===== config.mk =====
export PLATFORM = sky130hd
export DESIGN_NAME = fifo_param
export DESIGN_NICKNAME = d
export VERILOG_FILES = /design/src/rtl/fifo_pkg.sv /design/src/rtl/memoria_dp.sv /design/src/rtl/fifo_param.sv
export SDC_FILE = /design/constraint.sdc
export NUM_CORES = 1
export LEC_CHECK = 0
export BUFFER_PORTS_ARGS = -buffer_cell sky130_fd_sc_hd__buf_2
export CORE_ASPECT_RATIO = 1.25
export CORE_MARGIN = 2
export CORE_UTILIZATION = 40
export DETAILED_ROUTE_END_ITERATION = 7
export PLACE_DENSITY = 0.69
export SLEW_MARGIN = 20
export SYNTH_ARGS = -nofsm -noshare
export SYNTH_HDL_FRONTEND = slang
export SYNTH_SLANG_ARGS = --single-unit

===== constraint.sdc =====
create_clock -name clk -period 2.2 [get_ports clk]
set_input_delay 0.11 -clock clk [delete_from_list [all_inputs] [get_ports clk]]
set_output_delay 0.11 -clock clk [all_outputs]
set_load 0.02 [all_outputs]

===== src/rtl/fifo_pkg.sv =====
// fifo_pkg: shared FIFO sizing defaults and status-flag decode
package fifo_pkg;
  localparam int DATA_WIDTH_DEF = 10;
  localparam int ADDR_SIZE_DEF = 3;
  localparam int ALMOST_FULL_TH_DEF = 6;
  localparam int ALMOST_EMPTY_TH_DEF = 2;
  typedef struct packed {
    logic full;
    logic empty;
    logic almost_full;
    logic almost_empty;
  } fifo_flags_t;
  function automatic fifo_flags_t decode_flags(input int count, input int depth, input int af_th, input int ae_th);
    fifo_flags_t f;
    f.full = count == depth;
    f.empty = count == 0;
    f.almost_full = count >= af_th;
    f.almost_empty = count <= ae_th;
    return f;
  endfunction
endpackage


===== src/rtl/memoria_dp.sv =====
// memoria_dp: dual-port register RAM, sync write, registered sync read
module memoria_dp #(
  parameter int DATA_WIDTH = 10,
  parameter int ADDR_SIZE = 3
) (
  input  logic                  clk,
  input  logic                  rst,
  input  logic                  wr_enb,
  input  logic [ADDR_SIZE-1:0]  wr_addr,
  input  logic [DATA_WIDTH-1:0] data_in,
  input  logic                  rd_enb,
  input  logic [ADDR_SIZE-1:0]  rd_addr,
  output logic [DATA_WIDTH-1:0] data_out
);
  logic [DATA_WIDTH-1:0] mem [2**ADDR_SIZE];
  // storage is deliberately left unreset; only the read register clears
  always_ff @(posedge clk)
    if (wr_enb) mem[wr_addr] <= data_in;
  always_ff @(posedge clk or posedge rst)
    if (rst) data_out <= '0;
    else if (rd_enb) data_out <= mem[rd_addr];
endmodule


===== src/rtl/fifo_param.sv =====
// fifo_param: parametrised synchronous FIFO with thresholds and sticky error flags
module fifo_param import fifo_pkg::*; #(
  parameter int DATA_WIDTH = DATA_WIDTH_DEF,
  parameter int ADDR_SIZE = ADDR_SIZE_DEF,
  parameter int ALMOST_FULL_TH = ALMOST_FULL_TH_DEF,
  parameter int ALMOST_EMPTY_TH = ALMOST_EMPTY_TH_DEF
) (
  input  logic                  clk,
  input  logic                  rst,
  input  logic                  wr_enb,
  input  logic [DATA_WIDTH-1:0] data_in,
  input  logic                  rd_enb,
  output logic [DATA_WIDTH-1:0] data_out,
  output logic                  valid_out,
  output logic [ADDR_SIZE:0]    fill_count,
  output logic                  full,
  output logic                  empty,
  output logic                  almost_full,
  output logic                  almost_empty,
  output logic                  overflow_err,
  output logic                  underflow_err
);
  localparam int DEPTH = 1 << ADDR_SIZE;
  logic [ADDR_SIZE-1:0] wr_ptr, rd_ptr;
  logic wr_acc, rd_acc;
  fifo_flags_t flags;
  // a read on a full FIFO frees the slot the simultaneous write reuses
  assign rd_acc = rd_enb && !empty;
  assign wr_acc = wr_enb && (!full || rd_acc);
  always_comb flags = decode_flags(int'(fill_count), DEPTH, ALMOST_FULL_TH, ALMOST_EMPTY_TH);
  assign full = flags.full;
  assign empty = flags.empty;
  assign almost_full = flags.almost_full;
  assign almost_empty = flags.almost_empty;
  always_ff @(posedge clk or posedge rst)
    if (rst) begin
      wr_ptr <= '0;
      rd_ptr <= '0;
      fill_count <= '0;
      valid_out <= 1'b0;
      overflow_err <= 1'b0;
      underflow_err <= 1'b0;
    end else begin
      wr_ptr <= wr_ptr + ADDR_SIZE'(wr_acc);
      rd_ptr <= rd_ptr + ADDR_SIZE'(rd_acc);
      fill_count <= fill_count + (ADDR_SIZE+1)'(wr_acc) - (ADDR_SIZE+1)'(rd_acc);
      valid_out <= rd_acc;
      overflow_err <= overflow_err || (wr_enb && !wr_acc);
      underflow_err <= underflow_err || (rd_enb && empty);
    end
  memoria_dp #(.DATA_WIDTH(DATA_WIDTH), .ADDR_SIZE(ADDR_SIZE)) u_mem (
    .clk(clk),
    .rst(rst),
    .wr_enb(wr_acc),
    .wr_addr(wr_ptr),
    .data_in(data_in),
    .rd_enb(rd_acc),
    .rd_addr(rd_ptr),
    .data_out(data_out)
  );
endmodule


-- Word level (Yosys, flattened, before mapping)
Memories as Yosys holds them, arrays and structs flattened. A register that Yosys moved wholly into a read port is not among the register bits.
Cells that the tools add are included.
- add/subtract/negate cells: 4
- order comparisons: 2
- eq/ne operators: 1
- mux-type cells: 2
- reduce and logical (&&, ||, !) cells: 11
- operator list (kind ; number):
    3-bit by 1-bit adder with 3-bit output ; 2
    4-bit by 1-bit adder with 4-bit output ; 1
    4-bit == test, second input constant ; 1
    4-bit by 3-bit greater-or-equal comparator with 1-bit output, second input constant ; 1
    4-bit by 2-bit <= comparator with 1-bit output, second input constant ; 1
    1-bit logical AND ; 4
    4-bit logical NOT ; 1
    4-bit by 1-bit subtractor with 4-bit output ; 1
    1-bit logical NOT ; 3
    1-bit logical OR ; 3
    1-bit 2-to-1 mux ; 2
- register bits after elaboration: 13
- bits in writable memories: 80
- input bits: 14
- word-level logic and storage cells: 27
- memories kept: 1
- memory list (name ; words ; bits a word ; read ports ; clocked after Yosys merged registers in ; wr ports ; line ; RTL):
    u_mem.mem ; 8 ; 10 ; 1 ; 1 ; 1 ; memoria_dp.sv:15 ; logic [DATA_WIDTH-1:0] mem [2**ADDR_SIZE];

-- Logic depth before layout (Yosys ltp)
- depth after elaboration: 8
- gate-level depth with buffers: 9

-- Modules after synthesis
A second synthesis with hierarchy kept.
- cells, all modules: 259
- area total of the unflattened synthesis: 4245.3 µm²
- modules (own cells, without submodules) (module ; instances ; cells each ; area each (µm²) ; sequential area each (µm²)):
    memoria_dp ; 1 ; 209 ; 3584.7 ; 2652.5
    fifo_param ; 1 ; 50 ; 660.6 ; 325.3

-- Worst setup path after synthesis
Ideal clock, no wire load.
- path type: register to register
- start point: register fill_count[2]
- end point: memory u_mem.mem[4][0], enable pin
- arrival: 1.903 ns
- slack: -0.093 ns
- cell stages (with the launch flop): 6
- buffers on the path: 0
- clock period less this slack: 2.293 ns
- cell sequence: dfrtp_1 inv_1 ha_1 nor2b_1 o211ai_2 nor3_1
- longest elaborated chain between the ends: 7
- RTL lines (element ; line ; RTL):
    start, declared ; fifo_param.sv:15 ; output logic [ADDR_SIZE:0] fill_count,
    start signal, assigned ; fifo_param.sv:46 ; fill_count <= fill_count + (ADDR_SIZE+1)'(wr_acc) - (ADDR_SIZE+1)'(rd_acc);
    4-bit logical NOT ; fifo_pkg.sv:16 ; f.empty = count == 0;
    1-bit logical NOT ; fifo_param.sv:28 ; assign rd_acc = rd_enb && !empty;
    1-bit logical AND ; fifo_param.sv:28 ;
    1-bit logical OR (*) ; fifo_param.sv:29 ; assign wr_acc = wr_enb && (!full || rd_acc);
    1-bit logical AND (*) ; fifo_param.sv:29 ;
    1-bit 2-to-1 mux (*) ; memoria_dp.sv:18 ; if (wr_enb) mem[wr_addr] <= data_in;
    1-bit 2-to-1 mux (implied by the code) (*) ; memoria_dp.sv:18 ;
    end, declared ; memoria_dp.sv:15 ;
Mark *: on every way between the ends. The rest lies on a longest branch, timed or not.

-- Final worst setup path
- start point: register fill_count[3]
- end point: register fill_count[2]
- longest elaborated chain between the ends: 7
- RTL lines (element ; line):
    4-bit logical NOT ; fifo_pkg.sv:16
    1-bit logical NOT ; fifo_param.sv:28
    1-bit logical AND ; fifo_param.sv:28
    1-bit logical OR ; fifo_param.sv:29
    1-bit logical AND ; fifo_param.sv:29
    4-bit by 1-bit adder with 4-bit output ; fifo_param.sv:46
    4-bit by 1-bit subtractor with 4-bit output (*) ; fifo_param.sv:46
Marks and branches as above.

==> impl_metrics.toml <==
[outcome]
status = "complete, no violations"

[min_path]
min_to = "underflow_err"
whs_path_depth = 2
hold_class = "in2reg"
min_from = "rd_enb"

[finish]
n_fill_cell = 882
drive_above_1_share_pct = 38.0
antenna_cells = 0
fin_nets = 334
final_common_cell = "edfxtp_1"
syn_to_final_growth_pct = 18.9
final_cell_mix = "edfxtp_1, buf_2, dfrtp_1"
design_area_um2 = 5060

[cts]
h-tree-depth = 3
clock-sinks = 103
numCtsBuffers = 9
cts-root-buf = "clkbuf_16"
clock_latency_ns = 0.35
ctsLongestPathBuffers = 2
cts_tree = "done"
path_clk_slew_ns = 0.06

[power]
pwr-share-comb_pct = 35.4
p_leak_uw = 0.00195
vdd_ir_drop_max_mv = 0.503
pwr-share-clk_pct = 24.4
p_sw_uw = 2360
powerDensity_nw_per_um2 = 1390
sequentialPowerShare_pct = 40.2
p_int_uw = 4660
switching_share_pct = 33.6

[route]
firstDrtPassIters = 4
initialDrtViolationCount = 82
routedWlPerCell_um = 19.4
wl_um = 8620
drtAntennaViolNets = 0
via_per_inst = 5.27
route.detailed.drc = 0
vias = 2347

[timing]
max_freq_ghz = 0.463
setup_ws_ns = 0.0396
slew_headroom_pct = 56.6
clock_skew_ns = 0.00789
maxSlewViolCount = 0
fin_hold_ws_ns = 0.0188
max_slew.worst_pin.slew_ns = 0.650
min_period_ns = 2.16
tns_ns = 0
period_share_pct = 98.2
setup_viol_count_final = 0
hold_violations = 0

[synthesis]
synth_seq_area_share_pct = 69.9
synth.top_cell.area_share_pct = 56.4
synth_edf_count = 80
synth_top_cell_by_area = "edfxtp_1"
synth_cell_types = 37
ys_warn_count = 0
synth_flop_cell = "edfxtp_1"
async_reset_ff_share_pct = 22.3
postSynthCellCount = 251
syn_avg_cell_area_um2 = 17.0
synth_area_leaders = "edfxtp_1, dfrtp_1, mux2_2"
synth.cell_area_um2 = 4260
syn_nets = 277
synth-seq-cells = 103

[global_route]
grt_pass1_wl_um = 13400
antenna_found_initial = 0
grt_max_degree = 24
grt.overflow.total = 0
first_global_vias = 2473
gr-usage-all-layers_pct = 16.2

[floorplan]
die_h_um = 119
rows = 42
die-area_um2 = 11500
die_w_um = 96.3
boundaryPins = 35
initial_core_util_pct = 40.7
core_um2 = 10500

[critical_path]
crit_path_max_fanout = 4
end_kind = "register"
rr_startpoint = "fill_count[3]"
r2r-end = "fill_count[2]"
ff2ff_setup_slack_ns = 0.04
crit_path_start_kind = "register"
reg2regPathDepth = 9
cp.required_ns = 2.43
crit_arrival_ns = 2.39
crit_type = "reg2reg"

[placed_design]
placedInstanceArea_um2 = 4670
pre_cts_slack_ns = -0.0602
routabilityCongestion = 0.761
hpwl_um = 5560
port_buffers = 34

[flow_run]
maxCapViolations = 0
==> registers in the layout, indices dropped and copies added (netlist names) <==
signal and count:
u_mem.mem 80, underflow_err 1, rd_ptr 3, u_mem.data_out 10
valid_out 1, overflow_err 1, wr_ptr 3, fill_count 4
==> worst max-delay path, stage by stage (launching register included) <==
cell,delay [ns]
dfrtp_1,0.40
inv_1,0.09
ha_1,0.17
buf_4,0.12
nor3b_4,0.26
or3_4,0.21
nand2_2,0.05
ha_2,0.19
fa_1,0.41
xor2_1,0.16
==> area by class of cell <==
cell class,count,area [µm²],share of cell area [%]
Clock buffer,10,239,4.72
Inverter,9,33.8,0.667
Clock inverter,6,90.1,1.78
Multi-Input combinational cell,129,1210,23.8
Timing Repair Buffer,56,350,6.92
Tap cell,132,165,3.26
Sequential cell,103,2980,58.8
==> cells by family after synthesis <==
family                   after synthesis  synth area share (%)
flip-flops                           103                  69.9
AO/OA/AOI/OAI                         49                  9.49
multiplexers                          40                  9.99
AND/OR/NAND/NOR                       24                  3.03
buffers and inverters                 19                  3.05
adder cells (fa/ha/maj)               12                  3.70
XOR/XNOR                               4                 0.822
==> per-layer routing <==
| layer | track usage [%] | share of wire [%] | vias up |
|---|---|---|---|
| met5 | 0 | 0 | - |
| met4 | 6.16 | 2.2 | 0 |
| met3 | 4.17 | 3.3 | 15 |
| met2 | 27.1 | 52 | 49 |
| met1 | 19.8 | 42 | 1201 |
| li1 | - | - | 1082 |
==> per-stage QoR <==
| stage | total power [µW] | util (%) | instances |
|---|---|---|---|
| 2_1_floorplan | 4520 | - | 251 |
| 3_3_place_gp | 5220 | 44.7 | 427 |
| 3_5_place_dp | 5280 | 44.7 | 427 |
| 4_1_cts | 7010 | 48.0 | 444 |
| 5_1_grt | 7390 | 48.4 | 445 |
| 6_report | 7020 | 48.4 | 445 |
==> worst max path at each step <==
| stage | startpoint | end | slack, ns | depth (start not counted) |
|---|---|---|---|---|
| 2_1_floorplan | fill_count[2] | fill_count[3] | 0.05 | 8 |
| 3_3_place_gp | fill_count[2] | u_mem.mem[2][9] | 0.04 | 5 |
| 3_5_place_dp | fill_count[2] | u_mem.mem[1][9] | -0.06 | 5 |
| 4_1_cts | fill_count[2] | u_mem.mem[3][1] | -0.03 | 5 |
| 5_1_grt | fill_count[2] | fill_count[2] | -0.04 | 9 |
| 6_report | fill_count[3] | fill_count[2] | 0.04 | 9 |
==> power groups by stage <==
stage          Sequential [µW]  Clock, µW  Combinational, µW
3_5_place_dp              2860          0               2410
6_report                  2820       1720               2490
3_3_place_gp              2850          0               2370
2_1_floorplan             2970          0               1550
4_1_cts                   2820       1760               2430
5_1_grt                   2860       1820               2710
==> Yosys cell counts (all sizes together) (3+ instances only) <==
| cell type | n |
|---|---|
| nor2 | 7 |
| xor2 | 4 |
| o21ai | 10 |
| edfxtp | 80 |
| a22o | 10 |
| mux2i | 20 |
| o31ai | 10 |
| mux2 | 20 |
| nand2b | 4 |
| nand2 | 6 |
| inv | 9 |
| dfrtp | 23 |
| ha | 11 |
| o22ai | 10 |
| o211ai | 3 |
| buf | 8 |
==> timing repair <==
item | CTS | global route
hold buffers | 1 | 0
resized for setup | 2 | 10
hold endpoints to repair | 23 | 0
setup buffers | 0 | 1
pin swaps | 0 | 4
endpoints found under the setup margin | 41 | 34
(Power assumes the default switching activity.)
